[config.mk]
export PLATFORM = sky130hd
export DESIGN_NAME = cdb_arbiter
export DESIGN_NICKNAME = d
export VERILOG_FILES = /design/src/rtl/cdb_arbiter.sv
export SDC_FILE = /design/constraint.sdc
export NUM_CORES = 1
export LEC_CHECK = 0
export CAP_MARGIN = 20
export CELL_PAD_IN_SITES_DETAIL_PLACEMENT = 0
export CELL_PAD_IN_SITES_GLOBAL_PLACEMENT = 1
export CORE_MARGIN = 2
export CORE_UTILIZATION = 35
export CTS_CLUSTER_SIZE = 24
export DETAILED_ROUTE_END_ITERATION = 8
export GPL_ROUTABILITY_DRIVEN = 1
export GPL_TIMING_DRIVEN = 0
export PLACE_DENSITY_LB_ADDON = 0.1
export SYNTH_ARGS = -nofsm -noshare
export SYNTH_HDL_FRONTEND = slang
export SYNTH_SLANG_ARGS = --single-unit
[constraint.sdc]
create_clock -name clk -period 4.1 [get_ports clk]
set_input_delay 0.82 -clock clk [delete_from_list [all_inputs] [get_ports clk]]
set_output_delay 0.82 -clock clk [all_outputs]
set_load 0.01 [all_outputs]
[src/rtl/cdb_arbiter.sv]
// Common-data-bus scheduler: three per-producer FIFOs (ALU, load, store-ready)
// drained round-robin, one entry per cycle, onto a registered broadcast bus.
module cdb_arbiter #(
    parameter int ROB_LOG  = 4,
    parameter int FIFO_LOG = 2
) (
    input  logic               clk,
    input  logic               rst,
    input  logic               rdy,
    input  logic               flush,
    input  logic               alu_valid,
    input  logic [ROB_LOG-1:0] alu_rob_id,
    input  logic [31:0]        alu_value,
    input  logic [31:0]        alu_topc,
    output logic               alu_full,
    input  logic               lsb_valid,
    input  logic [ROB_LOG-1:0] lsb_rob_id,
    input  logic [31:0]        lsb_value,
    output logic               lsb_full,
    input  logic               st_valid,
    input  logic [ROB_LOG-1:0] st_rob_id,
    output logic               st_full,
    output logic               cdb_valid,
    output logic [1:0]         cdb_src,
    output logic [ROB_LOG-1:0] cdb_rob_id,
    output logic [31:0]        cdb_value,
    output logic [31:0]        cdb_topc
);
    localparam int DEPTH = 1 << FIFO_LOG;
    localparam logic [FIFO_LOG:0] CNT_DEPTH = (FIFO_LOG+1)'(DEPTH);
    localparam logic [FIFO_LOG:0] CNT_AFULL = (FIFO_LOG+1)'(DEPTH - 1);

    logic [ROB_LOG-1:0] w_in_rob  [3];
    logic [31:0]        w_in_val  [3];
    logic [31:0]        w_in_pc   [3];
    logic [ROB_LOG-1:0] w_head_rob[3];
    logic [31:0]        w_head_val[3];
    logic [31:0]        w_head_pc [3];
    logic [FIFO_LOG:0]  w_cnt     [3];
    logic [2:0]         w_push, w_acc, w_pop, w_full;
    logic [1:0]         w_ord     [3];
    logic [1:0]         w_grant;
    logic               w_any;

    logic [1:0]         r_last;
    logic               r_cdb_valid;
    logic [1:0]         r_cdb_src;
    logic [ROB_LOG-1:0] r_cdb_rob;
    logic [31:0]        r_cdb_val;
    logic [31:0]        r_cdb_pc;

    assign w_push      = {st_valid, lsb_valid, alu_valid};
    assign w_in_rob[0] = alu_rob_id;
    assign w_in_rob[1] = lsb_rob_id;
    assign w_in_rob[2] = st_rob_id;
    assign w_in_val[0] = alu_value;
    assign w_in_val[1] = lsb_value;
    assign w_in_val[2] = '0;
    assign w_in_pc[0]  = alu_topc;
    assign w_in_pc[1]  = '1;
    assign w_in_pc[2]  = '1;

    for (genvar s = 0; s < 3; s++) begin : g_fifo
        logic [FIFO_LOG-1:0] r_wp, r_rp;
        logic [FIFO_LOG:0]   r_cnt;
        logic [ROB_LOG-1:0]  r_mem_rob[DEPTH];
        logic [31:0]         r_mem_val[DEPTH];
        logic [31:0]         r_mem_pc [DEPTH];

        // a push into a completely full FIFO is dropped, judged on the pre-edge count
        assign w_acc[s]      = w_push[s] && (r_cnt != CNT_DEPTH);
        assign w_full[s]     = r_cnt >= CNT_AFULL;
        assign w_cnt[s]      = r_cnt;
        assign w_head_rob[s] = r_mem_rob[r_rp];
        assign w_head_val[s] = r_mem_val[r_rp];
        assign w_head_pc[s]  = r_mem_pc[r_rp];

        always_ff @(posedge clk) begin
            if (rst || flush) begin
                r_wp  <= '0;
                r_rp  <= '0;
                r_cnt <= '0;
            end else if (rdy) begin
                if (w_acc[s]) r_wp <= r_wp + 1'b1;
                if (w_pop[s]) r_rp <= r_rp + 1'b1;
                if (w_acc[s] && !w_pop[s])
                    r_cnt <= r_cnt + 1'b1;
                else if (!w_acc[s] && w_pop[s])
                    r_cnt <= r_cnt - 1'b1;
            end
        end

        always_ff @(posedge clk) begin
            if (!rst && !flush && rdy && w_acc[s]) begin
                r_mem_rob[r_wp] <= w_in_rob[s];
                r_mem_val[r_wp] <= w_in_val[s];
                r_mem_pc[r_wp]  <= w_in_pc[s];
            end
        end
    end

    // search order begins just after the last winner; later checks override earlier ones
    always_comb begin
        w_ord[0] = 2'd0;
        w_ord[1] = 2'd1;
        w_ord[2] = 2'd2;
        if (r_last == 2'd0) begin
            w_ord[0] = 2'd1; w_ord[1] = 2'd2; w_ord[2] = 2'd0;
        end else if (r_last == 2'd1) begin
            w_ord[0] = 2'd2; w_ord[1] = 2'd0; w_ord[2] = 2'd1;
        end
        w_any   = 1'b0;
        w_grant = '0;
        if (w_cnt[w_ord[2]] != '0) begin w_any = 1'b1; w_grant = w_ord[2]; end
        if (w_cnt[w_ord[1]] != '0) begin w_any = 1'b1; w_grant = w_ord[1]; end
        if (w_cnt[w_ord[0]] != '0) begin w_any = 1'b1; w_grant = w_ord[0]; end
    end

    assign w_pop = w_any ? (3'b001 << w_grant) : '0;

    always_ff @(posedge clk) begin
        if (rst || flush) begin
            r_cdb_valid <= 1'b0;
            r_cdb_src   <= '0;
            r_cdb_rob   <= '0;
            r_cdb_val   <= '0;
            r_cdb_pc    <= '1;
            r_last      <= 2'd2;
        end else if (rdy) begin
            r_cdb_valid <= w_any;
            if (w_any) begin
                r_cdb_src <= w_grant;
                r_cdb_rob <= w_head_rob[w_grant];
                r_cdb_val <= w_head_val[w_grant];
                r_cdb_pc  <= w_head_pc[w_grant];
                r_last    <= w_grant;
            end
        end
    end

    assign alu_full   = w_full[0];
    assign lsb_full   = w_full[1];
    assign st_full    = w_full[2];
    assign cdb_valid  = r_cdb_valid;
    assign cdb_src    = r_cdb_src;
    assign cdb_rob_id = r_cdb_rob;
    assign cdb_value  = r_cdb_val;
    assign cdb_topc   = r_cdb_pc;
endmodule

# == Word level (Yosys, flattened, before mapping) ==
# Memories as Yosys holds them, arrays and structs flattened. A register that Yosys moved wholly into a read port is not among the register bits.
# Index checks and enable logic that the tools add are counted.
# totals
ff_bits,94
ram_bits,432
inputBits,115
output_inout_bits,74
elab_cells,140
n_memories,6
# op_classes
n_addsub,12
magnitude_cmp,7
eq_ne,4
shifts,1
mux,51
bitwise_logic,4
n_reduce_logical,40
# mem_list
memory,depth,word_bits,rd,rd_clocked_by_memory_dff,wr,line_no,source
g_fifo[0].r_mem_pc,4,32,1,1,1,68,logic [31:0] r_mem_pc [DEPTH];
g_fifo[0].r_mem_val,4,32,1,1,1,67,logic [31:0] r_mem_val[DEPTH];
g_fifo[1].r_mem_val,4,32,1,1,1,67,
g_fifo[0].r_mem_rob,4,4,1,1,1,66,logic [ROB_LOG-1:0] r_mem_rob[DEPTH];
g_fifo[1].r_mem_rob,4,4,1,1,1,66,
g_fifo[2].r_mem_rob,4,4,1,1,1,66,
# op_table
cell,n
$bmux W32 S2,2
$mux W32,4
$mux W3,13
$mux W2,15
$reduce_and A2 Y1,10
$bmux W3 S2,3
$logic_and A1 B1 Y1,14
$add A2 B1 Y2 const B,6
$ge A3 B3 Y1 const B,4
$mux W6,2
$not A2 Y3,4
$add A3 B1 Y3 const B,3
$ge A3 B2 Y1 const B,3
$mux W1,9
$ne A3 B3 Y1 const B,3
$reduce_bool A3 Y1,3
$sub A3 B1 Y3 const B,3
$bmux W4 S2,1
$logic_not A1 Y1,8
$mux W4,2
$reduce_bool A2 Y1,3
$shl A1 B2 Y3 const A,1
$eq A2 B1 Y1 const B,1
$logic_not A2 Y1,1
$logic_or A1 B1 Y1,1

# == Depth between registers and ports, before layout ==
# depth
word_depth,17
ltp_mapped,12

# == Least setup slack after synthesis ==
# Ideal clock, no wire load.
# synth_path
path_kind,input to register
startpoint,input flush
endpoint,"memory g_fifo[0].r_mem_pc[2][0], enable pin"
setup_time_ns,0.434
arrival_time_ns,3.058
path_slack_ns,0.609
stages,3
path_cell_list,nor2_1 clkbuf_1 and3_1
# synth_via
elab_chain_len,6
# synth_lines
element,line_no,source
from (decl),10,"input logic flush,"
$logic_not A1 Y1,94,if (!rst && !flush && rdy && w_acc[s]) begin
$logic_and A1 B1 Y1 (3 in a row),94,
$mux W1,94,
$mux W1 (not written as such),97,r_mem_pc[r_wp] <= w_in_pc[s];
to (decl),68,
# Every way passes these cells.

# == Worst setup path after layout ==
# layout_path
startpoint,input flush
endpoint,"memory g_fifo[0].r_mem_val[2][18], enable pin"
# layout_via
elab_chain_len,6
# layout_lines
element,line_no,source
$logic_not A1 Y1,94,
$logic_and A1 B1 Y1 (3 in a row),94,
$mux W1,94,
$mux W1 (not written as such),96,r_mem_val[r_wp] <= w_in_val[s];
to (decl),67,
# Every way passes these cells.

==> flow_summary.toml <==
[run_status]
outcome = "finished clean"

[clock_network]
cts-resized-gates = 0
clkSinkCount = 531
cts_hold_buf = 0
cts_setup_buffers = 0
htreeDepth = 2
clk_pin_slew_ns = 0.06
tritoncts = "yes"
root_buffer = "clkbuf_16"
clk_path_buf_depth = 3
cts_buffers = 56
clock_latency_ns = 0.60

[setup_path]
critPathTopFamily = "simple AND/OR/NAND/NOR gates"
startpoint_type = "primary input"
critPathMaxStageDelay_ns = 0.69
end_kind = "register"
required_ns = 4.37
worstSetupPathType = "primary input to register"
cp_max_fo = 40
worstPathCellList = "clkdlybuf4s50_1, nor2_1, clkbuf_1, and3_4, buf_16"
cp_slowest_cell = "and3_4"
arrival_ns = 3.55
path_buf_inv = 3

[layout]
final_cells = 2042
final_util_pct = 44.3
n_antenna_cell = 0
final_nets = 1381
multi_input_area_um2 = 4420
final_layout_size_suffix_gt1_share_pct = 18.9
fillCellCount = 4901
final-seq-area_um2 = 15000
syn_to_final_growth_pct = 24.6

[power]
vdd_drop_max_mv = 0.321
p_per_area_nw_per_um2 = 478
p_leak_nw = 7.84

[yosys]
syn_area_um2 = 19700
synth_seq_area_share_pct = 75.9
synth_area_per_cell_um2 = 19.8
async_flop_share_pct = 0
syn_inst = 994
synth_warnings = 0
ys_types = 46
syn-num-nets = 1127
yosysTopAreaCell = "edfxtp_1"
synthFlopType = "edfxtp_1"
synthMostInstantiatedCell = "edfxtp_1"
synth_edf_count = 432
synth.area.top_cells = "edfxtp_1 (66%), mux4_2 (12%), dfxtp_1 (10%), o22a_1 (1.4%), a22oi_1 (1.4%)"
synth_seq_cells = 531
synth_top_area_share_pct = 65.8
synth_common_cells = "edfxtp_1 (432), mux4_2 (108), dfxtp_1 (99)"

[timing]
max_freq_ghz = 0.305
finalHoldViolations = 0
tightestPinTransition_ns = 0.856
fin_crit_ns = 3.28
setup_viol_count_final = 0
clock-skew-final_ns = 0.0130
period_share_pct = 79.9
relSlewSlack_pct = 43.0
tns_ns = 0
timing.final.ws_setup_ns = 0.822
slew_violations = 0
rsz0062_at_grt = "false"

[floorplan]
start_util_pct = 35.6
die_w_um = 241
core_area_um2 = 55400
dieArea_um2 = 58200
ios = 189
row_count = 86
chipHeight_um = 241

[placement]
dp_hpwl_um = 30300
gp_congestion = 0.717
dpl_worst_slack_ns = 0.151
io_buffers = 188
placedCellCount = 1938

[route]
avgRoutedWirePerCell_um = 23.1
remaining_drc_errors = 0
num_vias = 10100
final_antenna_net_count = 0
drt_wl_total_um = 47200
dr.pass1.iters = 4
drtIter0Drc = 521
vias_per_cell = 4.93

[job]
max_cap_violations = 0

[grt]
global_route.usage.total_pct = 16.4
grt_pass1_wl_um = 69300
gr-total-overflow = 0
grt_max_degree = 43
antenna_found_initial = 10
grt_pass1_vias = 10700

[hold_path]
min_path_type = "register to register"
==> registers in the layout (all words and copies together), names as in the netlist, named ones only <==
| name | cells |
|---|---|
| g_fifo.r_mem_val | 256 |
| g_fifo.r_mem_pc | 128 |
| g_fifo.r_mem_rob | 48 |
| cdb_topc | 32 |
| cdb_value | 32 |
| g_fifo.r_cnt | 9 |
| g_fifo.r_rp | 6 |
| g_fifo.r_wp | 6 |
| cdb_rob_id | 4 |
| r_last | 2 |
| cdb_src | 1 |
| cdb_valid | 1 |
==> through the flow <==
step	instance area [um^2]	power (mW)	hold slack [ns]
2_1_floorplan	19700	6.45	0.481
3_3_place_gp	22500	6.87	0.448
3_5_place_dp	22700	6.88	0.451
4_1_cts	24600	11.9	0.466
5_1_grt	24600	12.2	0.500
6_report	24600	11.7	0.463
==> worst register-to-register path, cell delays in order, from the launching register on <==
cell	delay (ns)
dfxtp_1	0.40
or3_1	0.43
o221a_2	0.14
buf_4	0.18
buf_6	0.17
inv_1	0.07
ha_1	0.17
inv_1	0.06
fa_1	0.37
xnor2_1	0.14
nand2_1	0.08
xor2_1	0.14
nor2_1	0.06
==> final cells by class <==
| type | count | share of cell area, % |
|---|---|---|
| buffer | 57 | 1.25 |
| clock buffer | 79 | 6.44 |
| clock inverter | 25 | 0.933 |
| inverter | 13 | 0.199 |
| multi-input combinational | 393 | 18.0 |
| sequential | 531 | 60.9 |
| tap | 748 | 3.81 |
| timing repair buffer | 196 | 8.44 |
==> path summary, 6_finish.rpt <==
| path | startpoint | end | slack [ns] | cells after the start |
|---|---|---|---|---|
| max reg2reg | g_fifo[1].r_cnt[0] | g_fifo[1].r_cnt[2] | 1.55 | 12 |
| min reg2reg | cdb_topc[30] | cdb_topc[30] | 0.46 | 1 |
| max | flush | g_fifo[0].r_mem_val[2][18] | 0.82 | 5 |
| min | cdb_topc[30] | cdb_topc[30] | 0.46 | 1 |
==> power breakdown <==
group / switching (mW) / leakage [nW] / total (mW) / internal, mW
Sequential: 0.0448 / 4.69 / 5.94 / 5.89
Clock: 2.05 / 0.885 / 4.98 / 2.93
Combinational: 0.449 / 2.26 / 0.809 / 0.361
==> placed cells by master, fill, tap and decap left out, drive strengths merged, types with 19 or more instances in the layout <==
cell             n
edfxtp         432
clkdlybuf4s50  188
mux4           108
clkbuf         105
dfxtp           99
o21ai           45
buf             39
a22oi           36
a21oi           36
nor2            33
o22a            32
clkinv          19
==> cell families after synthesis <==
| family | Yosys count | share of synthesized area [%] |
|---|---|---|
| xor+xnor | 18 | 0.800 |
| fa+ha+maj | 18 | 1.26 |
| mux | 114 | 12.6 |
| simple gates | 81 | 2.16 |
| buf+inv | 70 | 1.81 |
| flops | 531 | 75.9 |
| compound gates | 162 | 5.45 |
==> routing by layer <==
layer,routed length (um),vias to the layer above,global-route usage (%)
met2,22800,200,27.1
met5,107,-,0
met1,20600,5210,21.6
met3,2810,84,4.16
met4,937,16,4.86
li1,-,4558,-
Note: power is estimated with default switching activity, not from simulation.
